--- config.mk ---
export PLATFORM = sky130hd
export DESIGN_NAME = cla_serial_add_ctrl
export DESIGN_NICKNAME = d
export VERILOG_FILES = /design/src/rtl/adder_ctrl_pkg.sv /design/src/rtl/cla_4b.sv /design/src/rtl/cla_serial_add_ctrl.sv
export SDC_FILE = /design/constraint.sdc
export NUM_CORES = 1
export LEC_CHECK = 0
export ABC_AREA = 0
export CAP_MARGIN = 20
export CORE_ASPECT_RATIO = 1.1
export CORE_UTILIZATION = 50
export CTS_CLUSTER_DIAMETER = 40
export DETAILED_ROUTE_END_ITERATION = 16
export PLACE_DENSITY_LB_ADDON = 0.05
export SLEW_MARGIN = 20
export SYNTH_ARGS = -nofsm -noshare
export SYNTH_HDL_FRONTEND = slang
export SYNTH_SLANG_ARGS = --single-unit
--- constraint.sdc ---
create_clock -name clk -period 2.9 [get_ports clk]
set_input_delay 0.435 -clock clk [delete_from_list [all_inputs] [get_ports clk]]
set_output_delay 0.435 -clock clk [all_outputs]
set_load 0.01 [all_outputs]
--- src/rtl/adder_ctrl_pkg.sv ---
// Purpose: shared state encodings and nibble width for the serial add/subtract controller.
package adder_ctrl_pkg;

    localparam int unsigned NIB_W = 4;

    // Encoding 2'd3 is unused; the controller treats it as a return to IDLE.
    typedef enum logic [1:0] {
        ST_IDLE = 2'd0,
        ST_RUN  = 2'd1,
        ST_DONE = 2'd2
    } state_t;

endpackage

--- src/rtl/cla_4b.sv ---
// Purpose: 4-bit carry-lookahead adder slice, purely combinational.
// Ports:
//   i_a, i_b    : 4-bit operands
//   i_c         : carry in
//   o_sum_c     : 4-bit sum
//   o_cout_c    : carry out of bit 3
module cla_4b (
    input  logic [3:0] i_a,
    input  logic [3:0] i_b,
    input  logic       i_c,
    output logic [3:0] o_sum_c,
    output logic       o_cout_c
);

    logic [3:0] w_g;
    logic [3:0] w_p;
    logic [4:0] w_c;

    assign w_g = i_a & i_b;
    assign w_p = i_a ^ i_b;

    // Lookahead carries, each expanded from the slice carry-in.
    assign w_c[0] = i_c;
    assign w_c[1] = w_g[0] | (w_p[0] & i_c);
    assign w_c[2] = w_g[1] | (w_p[1] & w_g[0]) | (w_p[1] & w_p[0] & i_c);
    assign w_c[3] = w_g[2] | (w_p[2] & w_g[1]) | (w_p[2] & w_p[1] & w_g[0])
                  | (w_p[2] & w_p[1] & w_p[0] & i_c);
    assign w_c[4] = w_g[3] | (w_p[3] & w_g[2]) | (w_p[3] & w_p[2] & w_g[1])
                  | (w_p[3] & w_p[2] & w_p[1] & w_g[0])
                  | (w_p[3] & w_p[2] & w_p[1] & w_p[0] & i_c);

    assign o_sum_c  = w_p ^ w_c[3:0];
    assign o_cout_c = w_c[4];

endmodule

--- src/rtl/cla_serial_add_ctrl.sv ---
// Purpose: sequences one WIDTH-bit add/subtract through a single shared cla_4b,
//          one nibble per cycle LSB first, and presents the result on valid/ready.
// Ports:
//   clk, rst_n          : clock, asynchronous active-low reset
//   in_valid / in_ready : operation request handshake (in_ready is combinational)
//   op_sub              : 0 = a+b+c_in, 1 = a-b (c_in ignored)
//   a, b, c_in          : operands and add carry-in
//   out_valid/out_ready : result handshake
//   sum, c_out, ovf     : registered result, carry out (sub: 1 = no borrow), signed overflow
module cla_serial_add_ctrl
    import adder_ctrl_pkg::*;
#(
    parameter int unsigned WIDTH = 16
) (
    input  logic             clk,
    input  logic             rst_n,
    input  logic             in_valid,
    output logic             in_ready,
    input  logic             op_sub,
    input  logic [WIDTH-1:0] a,
    input  logic [WIDTH-1:0] b,
    input  logic             c_in,
    output logic             out_valid,
    input  logic             out_ready,
    output logic [WIDTH-1:0] sum,
    output logic             c_out,
    output logic             ovf
);

    localparam int unsigned NNIB  = WIDTH / NIB_W;
    localparam int unsigned CNT_W = (NNIB > 1) ? $clog2(NNIB) : 1;

    if (((WIDTH % NIB_W) != 0) || (WIDTH < 8)) begin : g_bad_width
        $error("cla_serial_add_ctrl: WIDTH must be a multiple of 4 and >= 8");
    end

    state_t                         r_state;
    state_t                         w_state_nxt;
    logic                           w_accept;
    logic                           w_in_ready;
    logic                           w_last;
    logic [CNT_W-1:0]               r_nib_cnt;
    logic [NNIB-1:0][NIB_W-1:0]     r_a;
    logic [NNIB-1:0][NIB_W-1:0]     r_b_eff;
    logic [NNIB-1:0][NIB_W-1:0]     r_sum;
    logic                           r_carry;
    logic                           r_c_out;
    logic                           r_ovf;
    logic                           r_out_valid;
    logic [NIB_W-1:0]               w_a_nib;
    logic [NIB_W-1:0]               w_b_nib;
    logic [NIB_W-1:0]               w_cla_sum;
    logic                           w_cla_cout;

    assign w_last  = (r_nib_cnt == CNT_W'(NNIB - 1));
    assign w_a_nib = r_a[r_nib_cnt];
    assign w_b_nib = r_b_eff[r_nib_cnt];

    cla_4b u_cla (
        .i_a      (w_a_nib),
        .i_b      (w_b_nib),
        .i_c      (r_carry),
        .o_sum_c  (w_cla_sum),
        .o_cout_c (w_cla_cout)
    );

    // Next-state and handshake decode; DONE can retire and accept in the same cycle.
    always_comb begin
        w_state_nxt = r_state;
        w_accept    = 1'b0;
        w_in_ready  = 1'b0;
        case (r_state)
            ST_IDLE: begin
                w_in_ready = 1'b1;
                if (in_valid) begin
                    w_accept    = 1'b1;
                    w_state_nxt = ST_RUN;
                end
            end
            ST_RUN: begin
                if (w_last) begin
                    w_state_nxt = ST_DONE;
                end
            end
            ST_DONE: begin
                if (out_ready) begin
                    w_in_ready = 1'b1;
                    if (in_valid) begin
                        w_accept    = 1'b1;
                        w_state_nxt = ST_RUN;
                    end else begin
                        w_state_nxt = ST_IDLE;
                    end
                end
            end
            default: begin
                w_state_nxt = ST_IDLE;
            end
        endcase
    end

    // State register and result-valid flag.
    always_ff @(posedge clk or negedge rst_n) begin
        if (!rst_n) begin
            r_state     <= ST_IDLE;
            r_out_valid <= 1'b0;
        end else begin
            r_state     <= w_state_nxt;
            r_out_valid <= (w_state_nxt == ST_DONE);
        end
    end

    // Operand capture and per-nibble accumulation through the shared slice.
    always_ff @(posedge clk or negedge rst_n) begin
        if (!rst_n) begin
            r_nib_cnt <= '0;
            r_a       <= '0;
            r_b_eff   <= '0;
            r_carry   <= 1'b0;
            r_sum     <= '0;
            r_c_out   <= 1'b0;
            r_ovf     <= 1'b0;
        end else if (w_accept) begin
            r_nib_cnt <= '0;
            r_a       <= a;
            r_b_eff   <= op_sub ? ~b : b;
            r_carry   <= op_sub | c_in;
        end else if (r_state == ST_RUN) begin
            r_sum[r_nib_cnt] <= w_cla_sum;
            r_carry          <= w_cla_cout;
            if (w_last) begin
                r_c_out <= w_cla_cout;
                // Like-signed operands producing an opposite-signed result.
                r_ovf   <= (r_a[NNIB-1][NIB_W-1] == r_b_eff[NNIB-1][NIB_W-1])
                         & (w_cla_sum[NIB_W-1] != r_a[NNIB-1][NIB_W-1]);
            end else begin
                r_nib_cnt <= r_nib_cnt + CNT_W'(1);
            end
        end
    end

    assign in_ready  = w_in_ready;
    assign out_valid = r_out_valid;
    assign sum       = r_sum;
    assign c_out     = r_c_out;
    assign ovf       = r_ovf;

endmodule
==> results of run 1 <==
## flip-flops by register name (all words and copies together) (netlist names)
signal	count
sum	16
r_state	2
r_a	16
ovf	1
r_b_eff	16
r_nib_cnt	2
out_valid	1
c_out	1
r_carry	1
## synth_stat cells
cell / instances
ha_1: 8
o21a_1: 1
clkbuf_1: 3
and4_1: 1
mux4_2: 8
nand3b_2: 1
fa_1: 1
o31ai_1: 2
or2_2: 1
xor2_1: 1
a211oi_1: 1
nor3b_4: 1
or2b_1: 1
dfrtp_1: 56
buf_2: 7
nand2b_1: 1
xnor2_1: 18
nor2_1: 22
a21o_1: 1
mux2_2: 20
nor4_1: 1
o21ai_0: 18
or4_1: 1
nor3_1: 1
nor2b_1: 3
inv_1: 5
nand3_1: 1
nand2_1: 19
or3_1: 2
a21oi_1: 19
## per-layer routing
metal  wire length (µm)  up-vias  share of wire (%)
met2               2567       48                 51
met3                168        8                3.4
met4                 74        0                1.5
met1               2191      862                 44
li1                   -      895                  -
met5                  0        -                  0
## cell families (layout without fill, tap and decap cells)
logic type                 count (synthesis)  after routing  share of synthesized area (%)
buffers and inverters                     15             76                          2.456
AOI/OAI and AO/OA                         42             42                          8.408
adders and majority gates                  9              9                          4.535
DFF                                       56             56                          52.90
xor gates and xnor gates                  19             19                          6.282
and+or+nand+nor                           56             56                          10.11
muxes                                     28             28                          15.30
## through the flow
stage	instance area (µm²)	power, µW	cells	worst slack, ns
floorplan	2649	2862	225	0.3567
global placement	3298	3552	336	0.4311
detailed placement	3298	3630	336	0.3294
CTS	3388	4071	344	0.3121
global route	3388	4374	344	0.1851
finish	3388	4028	344	0.3405
## power breakdown
part           internal, µW  switching [µW]  total [µW]
Clock                   195             237         432
Combinational          1110            1040        2150
Sequential             1170             269        1440
Total                  2480            1550        4030
## worst paths after layout
path,startpoint,end,slack (ns)
worst max-delay path,r_nib_cnt[0],sum[11],0.34
worst min-delay path,rst_n,sum[10],0.19
worst max register to register,r_nib_cnt[0],sum[11],0.34
worst min register to register,sum[12],sum[12],0.48
max in group asynchronous,rst_n,r_b_eff[15],2.02
min in group clk,sum[12],sum[12],0.48
## area by class of cell
| class | count | area (µm²) | share of cell area (%) |
|---|---|---|---|
| repair buffers | 63 | 623.1 | 18.39 |
| inverters | 5 | 18.77 | 0.5539 |
| clock buffers | 8 | 90.09 | 2.659 |
| multi-input cells | 154 | 1182 | 34.90 |
| flip-flops and latches | 56 | 1401 | 41.36 |
| well taps | 58 | 72.57 | 2.142 |
==> metrics.csv, run 1 <==
stage,metric,value,unit
floorplanning,Die X,71.40,µm
timing,WHS,0.1928,ns
setup_path,Crit path depth,6,
setup_path,critical path arrival,2.78,ns
cells_and_area,antenna cell count,0,
timing,RSZ-0062 raised after global routing,no,
clocking,Clock Tree Buf Depth,2,
power_and_ir_drop,P per Cell Area,1189,nW/µm²
clocking,CTS Buf Count,5,
synthesis,number of synthesized register bits,56,
timing,"Slew Viols, Final",0,
synthesis,yosys warns,0,
grt,Global Route Usage Sum,20.25,%
hold_path,HP Class,primary input to asynchronous set/reset pin,
synthesis,Mean Syn Cell Area,11.77,µm²
setup_path,Worst Setup Start Kind,register,
timing,Fmax achieved,0.3907,GHz
setup_path,WP data required,3.12,ns
floorplanning,core box area,5067,µm²
power_and_ir_drop,Leakage,0.001410,µW
setup_path,slowest cell on the critical path,mux4_2,
synthesis,Synth top area share,52.91,%
setup_path,max incr delay on CP,0.56,ns
job,MaxCap Viol Count,0,
grt,met3 Use GR,3.851,%
floorplanning,Core Rows,27,
floorplanning,starting density of the core,52.27,%
clocking,H-tree level count,2,
floorplanning,Die Area,5593,µm²
synthesis,"Seq/Total Area, Yosys",52.91,%
drt,drt total wl,5.001,mm
grt,largest net degree at the start of global routing,54,
clocking,setup bufs post-CTS,0,
setup_path,worst path buffer plus inverter count,0,
synthesis,Synth area leader,dfrtp_1,
floorplanning,I/O pin total,58,
timing,minimum clock period,2.559,ns
grt,initial antenna violation count,0,
cells_and_area,area grow syn2layout,27.92,%
synthesis,Syn Inst Count,225,
clocking,clk_lat worst skew,0.30,ns
timing,setup TNS,0,ns
placement,RePlAce Congestion,0.8161,
grt,total grt overflow,0,
grt,vias in the first global route,1823,
grt,M2 GR Usage,35.33,%
drt,initial DRC count,97,
cells_and_area,"commonest cells after routing, fill and taps aside","dfrtp_1, clkdlybuf4s50_1, nor2_1",
cells_and_area,layout cells sized above 1,15.38,%
status,failing checks,DRC,
drt,drt via density,5.270,
clocking,PostCTS Resize Cnt,0,
drt,Post-DRT Antenna Nets,0,
power_and_ir_drop,peak supply drop,526.7,µV
timing,"Period Utilization, post-route",88.26,%
synthesis,cell area after synthesis,2649,µm²
clocking,CTS sink cnt,56,
drt,Vias,1813,
grt,met1 Use GR,25.76,%
drt,wire per inst,14.54,µm
setup_path,CP Cell Sequence,"mux4_2, ha_1, a21o_1, and4_1, or3_1, o21ai_0",
clocking,clock slew seen by the registers of the worst setup and hold paths,0.09,ns
grt,first-pass GRT wire length,8.611,mm
timing,Hold Fails Final Rpt,0,
synthesis,Yosys cell types,30,
cells_and_area,fill count,426,
timing,Final setup violation count,0,
clocking,CTS tree,yes,
clocking,Root Driver,clkbuf_8,
timing,Fin Clk Skew,0.003927,ns
floorplanning,die height,78.34,µm
setup_path,Worst Reg-to-Reg Cells,6,
clocking,CTS hold repair buffers,0,
cells_and_area,final core occ,66.86,%
setup_path,CP max FO,6,
placement,post-DP HPWL,3.773,mm
timing,Slew HR,41.95,%
timing,Tightest Pin Transition,0.8681,ns
setup_path,CP Class,register to register,
status,status,finished with violations,
synthesis,Synth area leaders,"dfrtp_1, mux2_2, mux4_2",
synthesis,Syn Nets,272,
drt,1st-pass router iterations,10,
setup_path,crit-path leading delay family,simple AND/OR/NAND/NOR gates,
grt,busiest grt layer,met2,
drt,# DRC,7,
placement,# port buffers,57,
cells_and_area,Nets,332,
setup_path,Worst setup EP type,register,
Power figures use the tool's default switching activity.
==> run 2: changes to the inputs <==
--- a/config.mk
+++ b/config.mk
@@ -11,7 +11,7 @@
 export CORE_UTILIZATION = 50
 export CTS_CLUSTER_DIAMETER = 40
 export DETAILED_ROUTE_END_ITERATION = 16
-export PLACE_DENSITY_LB_ADDON = 0.05
+export PLACE_DENSITY = 0.87
 export SLEW_MARGIN = 20
 export SYNTH_ARGS = -nofsm -noshare
 export SYNTH_HDL_FRONTEND = slang
==> run 2 against run 1 <==
Compared with the run above: the run still ends with DRC left; cell area grew 0.70%; count of clock-buffer cells in the layout shrank 1; utilization grew 0.47 points; first-iteration DRC count grew 4.1%; critical path type unchanged; final cell count shrank 0.58%; total power grew 4.5%; non-clock buffer count shrank 2; critical path depth grew 1; global-route usage grew 0.39 points; via count grew 3.9%.
==> metrics.csv, run 2 (same netlist as run 1, synthesis figures left out) <==
stage,metric,value,unit,change
grt,vias in the first global route,1876,,+2.9%
setup_path,critical path arrival,2.89,ns,+0.11 ns
setup_path,CP max FO,9,,+3
clocking,CTS tree,yes,,
drt,drt total wl,5.069,mm,+1.4%
floorplanning,core box area,5067,µm²,unchanged
floorplanning,starting density of the core,52.27,%,unchanged
cells_and_area,layout cells sized above 1,15.49,%,+0.11 points
clocking,PostCTS Resize Cnt,0,,unchanged
cells_and_area,register area,1401,µm²,unchanged
timing,Fin Clk Skew,0.004198,ns,+0.0002710 ns
clocking,clk_lat worst skew,0.30,ns,about the same
drt,Vias,1883,,+3.9%
drt,# DRC,2,,-5
cells_and_area,post-route design area,3412,µm²,+0.70%
setup_path,Worst setup EP type,register,,
floorplanning,Die X,71.40,µm,unchanged
clocking,H-tree level count,2,,unchanged
timing,setup TNS,0,ns,unchanged
timing,Slew HR,56.71,%,+15 points
floorplanning,I/O pin total,58,,unchanged
placement,post-DP HPWL,3.841,mm,+1.8%
timing,minimum clock period,2.667,ns,+0.1073 ns
clocking,CTS sink cnt,56,,unchanged
timing,Final setup violation count,0,,unchanged
grt,initial antenna violation count,0,,unchanged
grt,largest net degree at the start of global routing,54,,unchanged
grt,first-pass GRT wire length,8.852,mm,+2.8%
timing,"Slew Viols, Final",0,,unchanged
drt,initial DRC count,101,,+4.1%
power_and_ir_drop,peak supply drop,647.0,µV,+23%
drt,1st-pass router iterations,10,,unchanged
placement,Place WS,0.2559,ns,-0.07350 ns
floorplanning,Die Area,5593,µm²,unchanged
floorplanning,die height,78.34,µm,unchanged
cells_and_area,multi-input logic area,1182,µm²,unchanged
setup_path,CP Class,register to register,,
placement,RePlAce Congestion,0.8042,,-1.5%
timing,"Period Utilization, post-route",91.96,%,+3.7 points
timing,RSZ-0062 raised after global routing,no,,
power_and_ir_drop,Leakage,0.001421,µW,+0.76%
hold_path,HP Class,primary input to asynchronous set/reset pin,,
grt,Global Route Usage Sum,20.64,%,+0.39 points
clocking,Root Driver,clkbuf_8,,
clocking,CTS hold repair buffers,0,,unchanged
cells_and_area,antenna cell count,0,,unchanged
grt,total grt overflow,0,,unchanged
cells_and_area,fill count,369,,-13%
power_and_ir_drop,P per Cell Area,1234,nW/µm²,+3.8%
cells_and_area,"commonest cells after routing, fill and taps aside","dfrtp_1, clkdlybuf4s50_1, nor2_1",,
drt,drt via density,5.506,,+4.5%
timing,Tightest Pin Transition,0.6473,ns,-0.2207 ns
placement,# port buffers,57,,unchanged
placement,placed inst area,3283,µm²,-0.46%
cells_and_area,area grow syn2layout,28.81,%,
setup_path,WP data required,3.13,ns,about the same
cells_and_area,Nets,330,,-0.60%
floorplanning,Core Rows,27,,unchanged
setup_path,Worst Setup Start Kind,register,,
cells_and_area,final core occ,67.33,%,+0.47 points
clocking,setup bufs post-CTS,0,,unchanged
drt,Post-DRT Antenna Nets,0,,unchanged
timing,post-route worst setup slack,0.2333,ns,-0.1072 ns
timing,Hold Fails Final Rpt,0,,unchanged
timing,Fmax achieved,0.3750,GHz,-4.0%
drt,wire per inst,14.82,µm,+2.0%
job,MaxCap Viol Count,0,,unchanged
clocking,Clock Tree Buf Depth,2,,unchanged
status,failing checks,DRC,,
status,status,finished with violations,,
clocking,clock slew seen by the registers of the worst setup and hold paths,0.09,ns,about the same
clocking,CTS Buf Count,5,,unchanged
## run 2: changes by cell type in the layout (fill, tap and decap cells not counted), sizes merged
cell / previous run / this run
clkbuf: 8 / 7
buf: 7 / 5
bufinv: 0 / 1
## run 2: worst max-delay path, cell delays in order (launching register included)
cell and delay [ns]:
dfrtp_1 0.61, buf_4 0.23, mux4_2 0.50, ha_1 0.36
a21oi_1 0.17, nor2b_1 0.11, or3_1 0.41, o21ai_0 0.19
## run 2: area by class of cell
type	count	share of cell area, %
Clock inverter	1	0.8801
Multi-Input combinational cell	154	34.65
Sequential cell	56	41.07
Timing Repair Buffer	61	17.90
Tap cell	58	2.127
Inverter	5	0.5501
Clock buffer	7	2.824
## run 2: layer usage
layer  GRT usage, %  vias to the layer above  share of wire (%)
met5              0                        -                  0
met4          8.200                        0                2.5
met3          4.365                       13                3.8
met2          34.48                       57                 51
li1               -                      892                  -
met1          26.16                      921                 43
## run 2: worst paths after layout
check,slack (ns),from,depth (start not counted),to
max,0.23,r_nib_cnt[0],7,sum[7]
min,0.14,rst_n,1,r_a[7]
max reg2reg,0.23,r_nib_cnt[0],7,sum[7]
min reg2reg,0.48,c_out,2,c_out
max in group asynchronous,2.22,rst_n,2,sum[10]
min in group clk,0.48,c_out,2,c_out
## run 2: stage by stage
| stage | hold WS (ns) | power (µW) | cells |
|---|---|---|---|
| finish | 0.1388 | 4210 | 342 |
| global route | 0.1838 | 4535 | 342 |
| CTS | 0.3759 | 4230 | 342 |
| detailed placement | 0.4702 | 3680 | 334 |
| global placement | 0.4604 | 3551 | 334 |
| floorplan | 0.1394 | 2862 | 225 |
## run 2: where the power goes
| group | switching, µW | internal (µW) |
|---|---|---|
| logic | 1100 | 1100 |
| clock network | 240 | 305 |
| registers | 289 | 1170 |
| total | 1630 | 2580 |
==> run 3: changes to the inputs <==
--- a/config.mk
+++ b/config.mk
@@ -12,6 +12,7 @@
 export CTS_CLUSTER_DIAMETER = 40
 export DETAILED_ROUTE_END_ITERATION = 16
 export PLACE_DENSITY = 0.87
+export SKIP_LAST_GASP = 1
 export SLEW_MARGIN = 20
 export SYNTH_ARGS = -nofsm -noshare
 export SYNTH_HDL_FRONTEND = slang
==> results of run 3 <==
The final DEF is identical to that of run 2; final timing and power are the same.
